**src/rtl/key_scan_pkg.sv**
```systemverilog
// Shared definitions for the matrix-keypad scanner: code width helper,
// debounce FSM state encoding and the "no key" code.
package key_scan_pkg;

    localparam int NONE = 0;

    typedef enum logic [1:0] {
        IDLE,
        DEBOUNCE,
        PRESSED,
        REPEATING
    } scan_state_t;

    // Key codes run 1..rows*cols with 0 reserved for "no key".
    function automatic int key_width(input int rows, input int cols);
        return $clog2(rows * cols + 1);
    endfunction

endpackage

```
**src/rtl/key_event_fifo.sv**
```systemverilog
// First-word-fall-through event queue with occupancy level; a push while full
// is only accepted when a pop frees a slot in the same cycle.
module key_event_fifo #(
    parameter  int DEPTH = 4,
    parameter  int WIDTH = 5,
    localparam int AW    = $clog2(DEPTH),
    localparam int LW    = AW + 1
) (
    input  logic             clk,
    input  logic             rst_n,
    input  logic             push,
    input  logic [WIDTH-1:0] push_data,
    input  logic             pop,
    output logic [WIDTH-1:0] head,
    output logic [LW-1:0]    level,
    output logic             full,
    output logic             empty
);

    logic [WIDTH-1:0] mem [DEPTH];
    logic [AW-1:0]    wr_ptr;
    logic [AW-1:0]    rd_ptr;
    logic             do_push;
    logic             do_pop;

    assign empty   = (level == '0);
    assign full    = (level == LW'(DEPTH));
    assign do_pop  = pop && !empty;
    assign do_push = push && (!full || do_pop);
    assign head    = empty ? '0 : mem[rd_ptr];

    // Pointers wrap naturally because DEPTH is a power of two.
    always_ff @(posedge clk or negedge rst_n) begin
        if (!rst_n) begin
            for (int i = 0; i < DEPTH; i++) begin
                mem[i] <= '0;
            end
            wr_ptr <= '0;
            rd_ptr <= '0;
            level  <= '0;
        end else begin
            if (do_push) begin
                mem[wr_ptr] <= push_data;
                wr_ptr      <= wr_ptr + 1'b1;
            end
            if (do_pop) begin
                rd_ptr <= rd_ptr + 1'b1;
            end
            if (do_push && !do_pop) begin
                level <= level + 1'b1;
            end else if (do_pop && !do_push) begin
                level <= level - 1'b1;
            end
        end
    end

endmodule

```
**src/rtl/key_scan_ctrl.sv**
```systemverilog
// Matrix-keypad scanner: one-hot column drive, synchronised row sampling,
// per-sweep single-key detection, debounce/auto-repeat FSM and event queue.
module key_scan_ctrl
    import key_scan_pkg::*;
#(
    parameter  int ROWS           = 5,
    parameter  int COLS           = 4,
    parameter  int SCAN_DIV       = 10000,
    parameter  int DEBOUNCE_SCANS = 4,
    parameter  int REPEAT_DELAY   = 100,
    parameter  int REPEAT_PERIOD  = 20,
    parameter  int FIFO_DEPTH     = 4,
    localparam int KW             = key_width(ROWS, COLS),
    localparam int LW             = $clog2(FIFO_DEPTH) + 1
) (
    input  logic            i_clk,
    input  logic            i_rstn,
    input  logic [ROWS-1:0] i_key_in,
    output logic [COLS-1:0] o_key_out,
    input  logic            i_repeat_en,
    output logic [KW-1:0]   o_key_code,
    output logic            o_key_valid,
    input  logic            i_key_ready,
    output logic [KW-1:0]   o_held_code,
    output logic [LW-1:0]   o_fifo_level,
    output logic            o_overflow,
    input  logic            i_ovf_clr
);

    localparam int DW   = $clog2(SCAN_DIV + 1);
    localparam int CIW  = $clog2(COLS + 1);
    localparam int BW   = $clog2(DEBOUNCE_SCANS + 1);
    localparam int RMAX = (REPEAT_DELAY > REPEAT_PERIOD) ? REPEAT_DELAY : REPEAT_PERIOD;
    localparam int RW   = $clog2(RMAX + 1);
    localparam logic [KW-1:0] CODE_NONE = KW'(NONE);

    logic [ROWS-1:0] key_meta;
    logic [ROWS-1:0] key_sync;
    logic [DW-1:0]   dwell;
    logic [CIW-1:0]  col;
    logic            last_dwell;
    logic            sweep_end;

    logic [1:0]      col_hits;
    logic [KW-1:0]   col_code;
    logic [1:0]      acc_hits;
    logic [KW-1:0]   acc_code;
    logic [2:0]      hit_sum;
    logic [1:0]      merged_hits;
    logic [KW-1:0]   merged_code;
    logic [KW-1:0]   sweep_result;

    scan_state_t     state, state_nxt;
    logic [KW-1:0]   cand, cand_nxt;
    logic [BW-1:0]   deb_cnt, cnt_nxt;
    logic [KW-1:0]   held, held_nxt;
    logic [RW-1:0]   rpt, rpt_nxt, rpt_sat;
    logic            restart;
    logic            accept;
    logic [KW-1:0]   accept_code;
    logic            push;
    logic [KW-1:0]   push_code;

    logic            fifo_full;
    logic            fifo_empty;
    logic            fifo_drop;

    always_ff @(posedge i_clk or negedge i_rstn) begin
        if (!i_rstn) begin
            key_meta <= '0;
            key_sync <= '0;
        end else begin
            key_meta <= i_key_in;
            key_sync <= key_meta;
        end
    end

    assign last_dwell = (dwell == DW'(SCAN_DIV - 1));
    assign sweep_end  = last_dwell && (col == CIW'(COLS - 1));
    assign o_key_out  = COLS'(1) << col;

    always_ff @(posedge i_clk or negedge i_rstn) begin
        if (!i_rstn) begin
            dwell <= '0;
            col   <= '0;
        end else if (last_dwell) begin
            dwell <= '0;
            col   <= (col == CIW'(COLS - 1)) ? '0 : col + 1'b1;
        end else begin
            dwell <= dwell + 1'b1;
        end
    end

    // Hit counts saturate at 2: anything beyond one key is a ghost/chord and reads as no key.
    always_comb begin
        col_hits = '0;
        col_code = '0;
        for (int r = 0; r < ROWS; r++) begin
            if (key_sync[r]) begin
                if (col_hits != 2'd2) begin
                    col_hits = col_hits + 2'd1;
                end
                col_code = KW'(r * COLS) + KW'(col) + KW'(1);
            end
        end
    end

    assign hit_sum      = {1'b0, acc_hits} + {1'b0, col_hits};
    assign merged_hits  = (hit_sum >= 3'd2) ? 2'd2 : hit_sum[1:0];
    assign merged_code  = (col_hits != 2'd0) ? col_code : acc_code;
    assign sweep_result = (merged_hits == 2'd1) ? merged_code : CODE_NONE;

    always_ff @(posedge i_clk or negedge i_rstn) begin
        if (!i_rstn) begin
            acc_hits <= '0;
            acc_code <= '0;
        end else if (sweep_end) begin
            acc_hits <= '0;
            acc_code <= '0;
        end else if (last_dwell) begin
            acc_hits <= merged_hits;
            acc_code <= merged_code;
        end
    end

    assign rpt_sat = (int'(rpt) >= REPEAT_DELAY) ? rpt : rpt + 1'b1;

    // Any disagreement with the held/candidate key restarts debounce on the new result; a candidate of 0 is a pending release.
    always_comb begin
        state_nxt   = state;
        cand_nxt    = cand;
        cnt_nxt     = deb_cnt;
        held_nxt    = held;
        rpt_nxt     = rpt;
        push        = 1'b0;
        push_code   = held;
        restart     = 1'b0;
        accept      = 1'b0;
        accept_code = cand;
        if (sweep_end) begin
            unique case (state)
                IDLE: begin
                    restart = (sweep_result != CODE_NONE);
                end
                DEBOUNCE: begin
                    if (sweep_result == cand) begin
                        if (int'(deb_cnt) + 1 >= DEBOUNCE_SCANS) begin
                            accept = 1'b1;
                        end else begin
                            cnt_nxt = deb_cnt + 1'b1;
                        end
                    end else if (sweep_result == CODE_NONE && held == CODE_NONE) begin
                        state_nxt = IDLE;
                        cand_nxt  = CODE_NONE;
                        cnt_nxt   = '0;
                    end else if (sweep_result == held) begin
                        state_nxt = PRESSED;
                        cnt_nxt   = '0;
                        rpt_nxt   = '0;
                    end else begin
                        restart = 1'b1;
                    end
                end
                PRESSED: begin
                    if (sweep_result != held) begin
                        restart = 1'b1;
                    end else if (int'(rpt_sat) == REPEAT_DELAY && i_repeat_en) begin
                        push      = 1'b1;
                        state_nxt = REPEATING;
                        rpt_nxt   = '0;
                    end else begin
                        rpt_nxt = rpt_sat;
                    end
                end
                REPEATING: begin
                    if (sweep_result != held) begin
                        restart = 1'b1;
                    end else if (!i_repeat_en) begin
                        state_nxt = PRESSED;
                        rpt_nxt   = '0;
                    end else if (int'(rpt) + 1 >= REPEAT_PERIOD) begin
                        push    = 1'b1;
                        rpt_nxt = '0;
                    end else begin
                        rpt_nxt = rpt + 1'b1;
                    end
                end
            endcase
        end
        if (restart) begin
            accept_code = sweep_result;
            rpt_nxt     = '0;
            if (DEBOUNCE_SCANS <= 1) begin
                accept = 1'b1;
            end else begin
                state_nxt = DEBOUNCE;
                cand_nxt  = sweep_result;
                cnt_nxt   = BW'(1);
            end
        end
        if (accept) begin
            held_nxt = accept_code;
            cand_nxt = accept_code;
            cnt_nxt  = '0;
            rpt_nxt  = '0;
            if (accept_code != CODE_NONE) begin
                push      = 1'b1;
                push_code = accept_code;
                state_nxt = PRESSED;
            end else begin
                state_nxt = IDLE;
            end
        end
    end

    always_ff @(posedge i_clk or negedge i_rstn) begin
        if (!i_rstn) begin
            state   <= IDLE;
            cand    <= '0;
            deb_cnt <= '0;
            held    <= '0;
            rpt     <= '0;
        end else begin
            state   <= state_nxt;
            cand    <= cand_nxt;
            deb_cnt <= cnt_nxt;
            held    <= held_nxt;
            rpt     <= rpt_nxt;
        end
    end

    assign o_held_code = held;
    assign o_key_valid = !fifo_empty;
    assign fifo_drop   = push && fifo_full && !(o_key_valid && i_key_ready);

    key_event_fifo #(
        .DEPTH (FIFO_DEPTH),
        .WIDTH (KW)
    ) u_fifo (
        .clk       (i_clk),
        .rst_n     (i_rstn),
        .push      (push),
        .push_data (push_code),
        .pop       (i_key_ready),
        .head      (o_key_code),
        .level     (o_fifo_level),
        .full      (fifo_full),
        .empty     (fifo_empty)
    );

    // A drop in the same cycle as a clear request keeps the flag set.
    always_ff @(posedge i_clk or negedge i_rstn) begin
        if (!i_rstn) begin
            o_overflow <= 1'b0;
        end else if (fifo_drop) begin
            o_overflow <= 1'b1;
        end else if (i_ovf_clr) begin
            o_overflow <= 1'b0;
        end
    end

endmodule

```
**config.mk**
```make
export PLATFORM = sky130hd
export DESIGN_NAME = key_scan_ctrl
export DESIGN_NICKNAME = d
export VERILOG_FILES = /design/src/rtl/key_scan_pkg.sv /design/src/rtl/key_event_fifo.sv /design/src/rtl/key_scan_ctrl.sv
export SDC_FILE = /design/constraint.sdc
export NUM_CORES = 1
export LEC_CHECK = 0
export CORE_AREA = 2 2 111 113
export CTS_CLUSTER_SIZE = 24
export DETAILED_ROUTE_END_ITERATION = 8
export DIE_AREA = 0 0 113 115
export PLACE_DENSITY = 0.73
export SLEW_MARGIN = 0
export SYNTH_ARGS = -nofsm -noshare
export SYNTH_HDL_FRONTEND = slang
export SYNTH_SLANG_ARGS = --single-unit
```
**constraint.sdc**
```tcl
create_clock -name i_clk -period 16.4 [get_ports i_clk]
set_input_delay 3.28 -clock i_clk [delete_from_list [all_inputs] [get_ports i_clk]]
set_output_delay 3.28 -clock i_clk [all_outputs]
set_load 0.05 [all_outputs]
```
==> results.ini, run 1 <==
[drt]
drtAntennaViolNets=0
first_pass_iters=7
wl_um=11700
drc=1
vias=4175
drt_iter0_drc=275
avgRoutedWirePerCell_um=16.6
vias_per_cell=5.96

[logic_synthesis]
synthDistinctLibCells=79
yosys_warnings=0
synth_cells=531
synth_edf_count=0
avgSynthCellArea_um2=9.82
ys_seq_elements=84
syn-cell-area_um2=5210
syn_nets=566
ys_seq_area_share_pct=40.3
ys_async_sr_fraction_pct=100
synth_ff_type=dfrtp_1

[cells_and_area]
antenna_cells=0
syn_to_final_growth_pct=13.5
drive_gt1_share_pct=9.57
final_common_cell=dfrtp_1
fin_cells=701
fillCellCount=1057
fin_nets=584
final_cell_mix=84 x dfrtp_1, 41 x nand2_1, 35 x o21ai_0

[die]
rows=40
dieArea_um2=13000
die_width_um=113
core_um2=11800
initial_core_util_pct=44.1
die_height_um=115
io_pins=29

[clocking]
post_cts_buffers=0
cts-root-buf=clkbuf_16
clkLatencyLatePin_ns=0.34
clock-sinks=84
numCtsBuffers=9
clock_tree.buffer_depth=2
htree_levels=3
cts.clk_slew.worst_paths_ns=0.06
cts_hold_buf=0
cts_tree=done
cts_resized=0

[global_routing]
grt_max_degree=85
grt_pass1_wl_um=19600
grt_overflow=0
antenna_found_initial=0
grt_usage_pct=18.8
grt_pass1_vias=3915

[sta]
slew_violations=0
finalCriticalPeriod_ns=6.73
fin_crit_sh_pct=41.0
hold_viol_final=0
slew-limit-headroom_pct=31.2
setup_tns_ns=0
fmax_mhz=149
tightest_slew_ns=1.03
setup_violations=0
rsz0062_at_grt=no
finClkSkew_ns=0.00519
hold_slack_ns=0.347

[placement]
hpwlAfterDp_um=8420
gp_congestion=0.879
place_inst=685
port_buffers=28

[critical_path]
crit_required_ns=16.66
reg2reg_depth=28
endpoint_kind=register
cp_slowest_cell=o41ai_4
worstPathArrival_ns=6.99
path_class=reg2reg
path_common_cell=ha_1
crit_path_start_kind=register
cp_max_fo=12
slowest_delay_ns=0.55

[power]
leakage_nw=2.58
ir_drop_uv=80.9
power_density_nw_per_um2=91.2

[run_status]
status=complete, but fails checks
failed_checks=design-rule violations

[worst_hold_path]
hold_depth=0
worstHoldPathType=reg2reg

[job]
maxCapViolCount=0

-- per-stage QoR --
stage / total power [mW] / setup slack, ns / cell area [um2] / util, %
floorplan: 0.297 / 10.42 / 5210 / -
finish: 0.540 / 9.67 / 5920 / 50.1
global route: 0.566 / 9.17 / 5920 / 50.1
global placement: 0.322 / 9.98 / 5590 / 47.3
CTS: 0.546 / 9.70 / 5920 / 50.1
detailed placement: 0.324 / 9.75 / 5590 / 47.3
-- cells by family (layout without fill, tap and decap cells) --
kind of cell | count (synthesis) | count (layout) | synth area share [%]
AOI/OAI and AO/OA | 140 | 140 | 18.9
and+or+nand+nor | 175 | 175 | 18.5
xor gates and xnor gates | 23 | 23 | 3.86
muxes | 33 | 33 | 8.28
buffers and inverters | 51 | 74 | 3.84
adders and majority gates | 25 | 25 | 6.29
DFF | 84 | 84 | 40.3
-- worst paths after layout --
| kind | from | slack [ns] | to |
|---|---|---|---|
| setup / recovery | key_sync[0]$_DFF_PN0_ | 9.67 | u_fifo.level[2]$_DFFE_PN0P_ |
| hold / removal | key_meta[4]$_DFF_PN0_ | 0.35 | key_sync[4]$_DFF_PN0_ |
| setup reg to reg | key_sync[0]$_DFF_PN0_ | 9.67 | u_fifo.level[2]$_DFFE_PN0P_ |
| hold reg to reg | key_meta[4]$_DFF_PN0_ | 0.35 | key_sync[4]$_DFF_PN0_ |
| max in group asynchronous | i_rstn | 12.62 | rpt[5]$_DFFE_PN0P_ |
| min in group asynchronous | i_rstn | 3.12 | dwell[5]$_DFF_PN0_ |
-- power by group --
part / internal, mW / switching [mW]
clock network: 0.138 / 0.0816
registers: 0.215 / 0.0148
logic: 0.0366 / 0.0538
-- Yosys cell counts (5+ instances only) --
cell type,instances,share of area [%]
ha_1,23,5.5
o22ai_1,6,0.72
xor2_1,10,1.7
nand4_1,6,0.72
a31oi_1,7,0.84
o21ai_0,35,3.4
and2_1,11,1.3
nand2_1,41,3.0
inv_1,27,1.9
a211oi_1,7,1.0
mux4_2,5,2.2
a22o_1,8,1.3
mux2_2,5,1.1
and3_1,6,0.72
a22oi_1,5,0.72
a21oi_1,25,2.4
nand2b_1,9,1.1
nand3_1,19,1.8
dfrtp_1,84,40
clkbuf_1,16,1.2
mux2_1,18,3.9
xnor2_1,13,2.2
nor2_1,31,2.2
nor3_1,7,0.67
nor2b_1,11,1.3
-- registers in the layout, indices dropped and copies added (netlist names) --
signal	flops
u_fifo.level	3
u_fifo.mem	20
col	3
u_fifo.rd_ptr	2
acc_code	5
rpt	7
deb_cnt	3
u_fifo.wr_ptr	2
o_held_code	5
state	2
key_meta	5
cand	5
acc_hits	2
o_overflow	1
dwell	14
key_sync	5
-- layer usage --
| metal | wire length, um | vias up | global-route usage, % |
|---|---|---|---|
| li1 | - | 1978 | - |
| met1 | 5360 | 2033 | 26.8 |
| met2 | 5440 | 142 | 29.1 |
| met3 | 572 | 22 | 2.11 |
| met4 | 291 | 0 | 8.46 |
| met5 | 0 | - | 0 |
-- critical path, delay by kind of cell, from the launching register on --
kind	cells	cell delay, ns
AOI/OAI and AO/OA	4	1.00
buffers and inverters	5	0.49
adders and majority gates	7	1.84
DFF	1	0.40
muxes	1	0.31
xor gates and xnor gates	3	0.51
and+or+nand+nor	8	2.10
-- final cells by class --
type	count	area, um2	area share, %
repair buffers	29	285	4.82
flip-flops and latches	84	2100	35.5
clock inverters	5	85.1	1.44
clock buffers	11	243	4.10
well taps	147	184	3.11
inverters	29	109	1.84
multi-input cells	396	2910	49.2
Note: power is estimated with default switching activity, not from simulation.
==> inputs of run 2 (changes only) <==
- clock period: 16.4 -> 7 ns (I/O delays scaled with it)
==> run 2 against run 1 <==
  * The flow still finishes with violations (design-rule violations)
  * Utilization increased by 0.053 points
  * Combinational power up 140%
  * Die area unchanged
  * Worst setup slack got worse by 9.2 ns
  * Critical path type unchanged
==> results.ini, run 2 (synthesis gave the netlist of run 1 again) <==
[run_status]
status=complete, but fails checks
failed_checks=design-rule violations

[critical_path]
path_common_cell=ha_1
worstPathArrival_ns=6.79
cp.depth=28
cp_slowest_cell=fa_1
worst-path-buf-inv=4
slowest_delay_ns=0.53
path_class=reg2reg
endpoint_kind=register
critical_path.top_delay_family=adder cells
crit_required_ns=7.27
crit_path_start_kind=register
reg2reg_depth=28
cp_max_fo=12

[die]
rows=40
io_pins=29
initial_core_util_pct=44.1
die_width_um=113
dieArea_um2=13000
core_um2=11800
die_height_um=115

[sta]
slew-limit-headroom_pct=27.4
setup_violations=0
finalCriticalPeriod_ns=6.52
fmax_mhz=153
tightest_slew_ns=1.08
rsz0062_at_grt=no
fin_crit_sh_pct=93.2
slew_violations=0
finClkSkew_ns=0.00724
hold_viol_final=0
setup_tns_ns=0

[cells_and_area]
syn_to_final_growth_pct=13.7
drive_gt1_share_pct=9.93
fillCellCount=1053
fin_nets=586
antenna_cells=0
seqCellArea_um2=2100
final_common_cell=dfrtp_1
largest-register=u_fifo.mem
final_cell_mix=84 x dfrtp_1, 41 x nand2_1, 35 x o21ai_0
largest_reg_flops=20
multiInputGateArea_um2=2920
fin_cells=701
top_regs=u_fifo.mem: 20 flops, dwell: 14 flops, rpt: 7 flops
finalInstanceArea_um2=5920

[placement]
hpwlAfterDp_um=8710
gp_congestion=0.895
postPlaceCellArea_um2=5590
port_buffers=28
place_inst=685

[drt]
wl_um=12200
drtAntennaViolNets=0
drt_iter0_drc=344
vias=4196
first_pass_iters=7
drc=1
vias_per_cell=5.99
avgRoutedWirePerCell_um=17.5

[clocking]
cts-root-buf=clkbuf_16
clkLatencyLatePin_ns=0.35
htree_levels=3
clock_tree.buffer_depth=2
cts.clk_slew.worst_paths_ns=0.06
clock-sinks=84
cts_tree=done
numCtsBuffers=9

[global_routing]
antenna_found_initial=0
grt_pass1_vias=4137
grt_pass1_wl_um=20300
grt_usage_pct=19.6
grt_overflow=0
grt_max_degree=85

[worst_hold_path]
hold_depth=0
worstHoldPathType=reg2reg

[power]
finalPower_mw=1.26
leakage_nw=2.54
ir_drop_uv=148
power_density_nw_per_um2=213

[job]
maxCapViolCount=0

[run 2: cell count changes in the layout (fill, tap and decap cells not counted)]
cell / delta
a311oi_1: -1
a311oi_2: +1
and3_2: +1
clkinv_4: -1
and3_1: -1
clkbuf_8: -1
nor3b_4: +1
nor3b_2: -1
buf_4: +2
[run 2: power breakdown]
part,switching [mW],leakage (nW),internal (mW)
clock network,0.194,0.145,0.309
logic,0.130,1.29,0.0873
registers,0.0357,1.10,0.504
[run 2: final cells by class]
class / count / area share, %
Multi-Input combinational cell: 396 / 49.4
Sequential cell: 84 / 35.5
Timing Repair Buffer: 31 / 5.07
Clock buffer: 10 / 3.86
Tap cell: 147 / 3.10
Inverter: 29 / 1.84
Clock inverter: 4 / 1.29
[run 2: repair_timing]
item,in CTS,in global routing
resized for setup,0,3
hold endpoints to repair,0,0
hold buffers,0,0
setup buffers,0,2
setup endpoints to repair,0,2
[run 2: stage by stage]
stage,setup WS (ns),hold WS (ns),utilization (%)
6_report,0.476,0.346,50.2
2_1_floorplan,1.02,0.331,-
5_1_grt,0.0297,0.350,50.2
4_1_cts,0.336,0.346,49.9
3_5_place_dp,0.364,0.335,47.3
3_3_place_gp,0.573,0.334,47.3
[run 2: final timing paths]
check | slack (ns) | startpoint | end
max | 0.48 | key_sync[0]$_DFF_PN0_ | u_fifo.level[2]$_DFFE_PN0P_
min | 0.35 | key_meta[2]$_DFF_PN0_ | key_sync[2]$_DFF_PN0_
max reg2reg | 0.48 | key_sync[0]$_DFF_PN0_ | u_fifo.level[2]$_DFFE_PN0P_
min reg2reg | 0.35 | key_meta[2]$_DFF_PN0_ | key_sync[2]$_DFF_PN0_
max in group asynchronous | 5.08 | i_rstn | rpt[4]$_DFFE_PN0P_
min in group asynchronous | 1.24 | i_rstn | dwell[0]$_DFF_PN0_
[run 2: layer usage]
layer,vias to the layer above,share of wire [%],GRT usage [%]
met1,2028,44,26.4
li1,1981,-,-
met3,27,5.9,3.32
met2,160,47,31.3
met4,0,2.5,8.54
met5,-,0,0
==> inputs of run 3 (changes only) <==
- CTS_BUF_LIST: unset -> sky130_fd_sc_hd__clkbuf_8
- SLEW_MARGIN: 0 -> unset
==> run 3 against run 2 <==
  * The run still ends with design-rule violations left
  * Non-clock buffer count unchanged
  * Highest routed layer unchanged
  * Via count down 0.29%
  * Worst setup slack better by 0.022 ns
  * Critical path type unchanged
  * Clock power down 26%
  * Final cell count unchanged
  * Critical endpoint unchanged
  * Routed wire length down 1.4%
==> results.ini, run 3 (synthesis gave the netlist of run 1 again) <==
[run_status]
status=complete, but fails checks
failed_checks=design-rule violations

[power]
seq_power_share_pct=47.7
leakage_nw=2.49
intPower_mw=0.786
power_density_nw_per_um2=194
finalPower_mw=1.13
net-switching-power_mw=0.343
ir_drop_uv=147
power_frac_comb_pct=19.0
p_clk_share_pct=33.2
swShare_pct=30.4

[die]
rows=40
io_pins=29
initial_core_util_pct=44.1
die_width_um=113
die_height_um=115
core_um2=11800
dieArea_um2=13000

[job]
maxCapViolCount=0

[sta]
setup_violations=0
finalCriticalPeriod_ns=6.50
fmax_mhz=154
tightest_slew_ns=1.04
slew_violations=0
rsz0062_at_grt=no
slew-limit-headroom_pct=29.7
fin_crit_sh_pct=92.9
setup_tns_ns=0
hold_viol_final=0
finClkSkew_ns=0.00808

[critical_path]
path_common_cell=ha_1
r2r_slack_ns=0.50
cp_slowest_cell=fa_1
path_class=reg2reg
crit_path_start_kind=register
slowest_delay_ns=0.52
endpoint_kind=register
cp_max_fo=12
crit_required_ns=7.29
worstPathArrival_ns=6.80

[placement]
port_buffers=28
gp_congestion=0.895
hpwlAfterDp_um=8710

[cells_and_area]
fin_nets=586
antenna_cells=0
final_common_cell=dfrtp_1
top_regs=u_fifo.mem: 20 flops, dwell: 14 flops, rpt: 7 flops
drive_gt1_share_pct=9.75
largest_reg_flops=20
syn_to_final_growth_pct=11.6
largest-register=u_fifo.mem
final_cell_mix=84 x dfrtp_1, 41 x nand2_1, 35 x o21ai_0

[drt]
first_pass_iters=6
drt_iter0_drc=339
wl_um=12100
vias_per_cell=5.97
vias=4184
drtAntennaViolNets=0
drc=1
avgRoutedWirePerCell_um=17.2

[clocking]
htree_levels=3
cts-root-buf=clkbuf_8
cts_hold_buf=0
clock-sinks=84
clock_tree.buffer_depth=2
cts_tree=done
numCtsBuffers=9
clkLatencyLatePin_ns=0.37
cts.clk_slew.worst_paths_ns=0.09

[global_routing]
grt_usage_pct=19.5
grt_overflow=0
grt_pass1_wl_um=20100
antenna_found_initial=0
grt_pass1_vias=4075
grt_max_degree=85

[worst_hold_path]
worstHoldPathType=reg2reg

run 3: changes by cell type in the layout (fill, tap and decap cells not counted), sizes merged:
| cell | delta |
|---|---|
| clkbuf | -1 |
| inv | +1 |
run 3: per-layer routing:
metal | vias to the layer above | share of wire (%) | global-route usage (%)
li1 | 1979 | - | -
met1 | 2042 | 44 | 26.5
met2 | 143 | 47 | 31.0
met3 | 20 | 6.2 | 3.22
met4 | 0 | 2.1 | 8.62
met5 | - | 0 | 0
run 3: path summary, 6_finish.rpt:
check	from	to	cells after the start
min	key_meta[2]$_DFF_PN0_	key_sync[2]$_DFF_PN0_	0
min in group asynchronous	i_rstn	acc_hits[1]$_DFFE_PN0P_	1
max in group asynchronous	i_rstn	rpt[4]$_DFFE_PN0P_	1
max	key_sync[0]$_DFF_PN0_	u_fifo.level[2]$_DFFE_PN0P_	28
min reg2reg	key_meta[2]$_DFF_PN0_	key_sync[2]$_DFF_PN0_	0
max reg2reg	key_sync[0]$_DFF_PN0_	u_fifo.level[2]$_DFFE_PN0P_	28
run 3: area by class of cell:
class	count	area, um2
Clock buffer	9	124
Clock inverter	5	80.1
Fill cell	1075	5990
Inverter	29	109
Multi-Input combinational cell	396	2920
Sequential cell	84	2100
Tap cell	147	184
Timing Repair Buffer	31	300
run 3: power groups by stage:
stage | logic, mW | registers, mW | clock network [mW]
after CTS | 0.215 | 0.540 | 0.381
after global placement | 0.207 | 0.548 | 0
after detailed placement | 0.213 | 0.550 | 0
final | 0.215 | 0.539 | 0.375
after global routing | 0.232 | 0.544 | 0.400
after floorplan | 0.139 | 0.558 | 0
run 3: what timing repair did:
item,CTS,global route
buffers inserted,0,2
gates resized for setup,0,2
setup endpoints to repair,0,2
run 3: critical path: cells and delay by family, from the launching register on:
family          cells  cell delay, ns
simple gates        8            1.71
mux                 1            0.31
buf+inv             4            0.37
xor+xnor            3            0.66
compound gates      5            1.12
fa+ha+maj           7            1.85
flops               1            0.39
run 3: per-stage QoR:
stage	utilization (%)	std cells	hold WS, ns	setup slack [ns]	instance area, um2
2_1_floorplan	-	531	0.331	1.02	5210
3_3_place_gp	47.3	685	0.334	0.573	5590
3_5_place_dp	47.3	685	0.335	0.364	5590
4_1_cts	49.1	699	0.348	0.328	5790
5_1_grt	49.2	701	0.352	0.0277	5820
6_report	49.2	701	0.352	0.499	5820
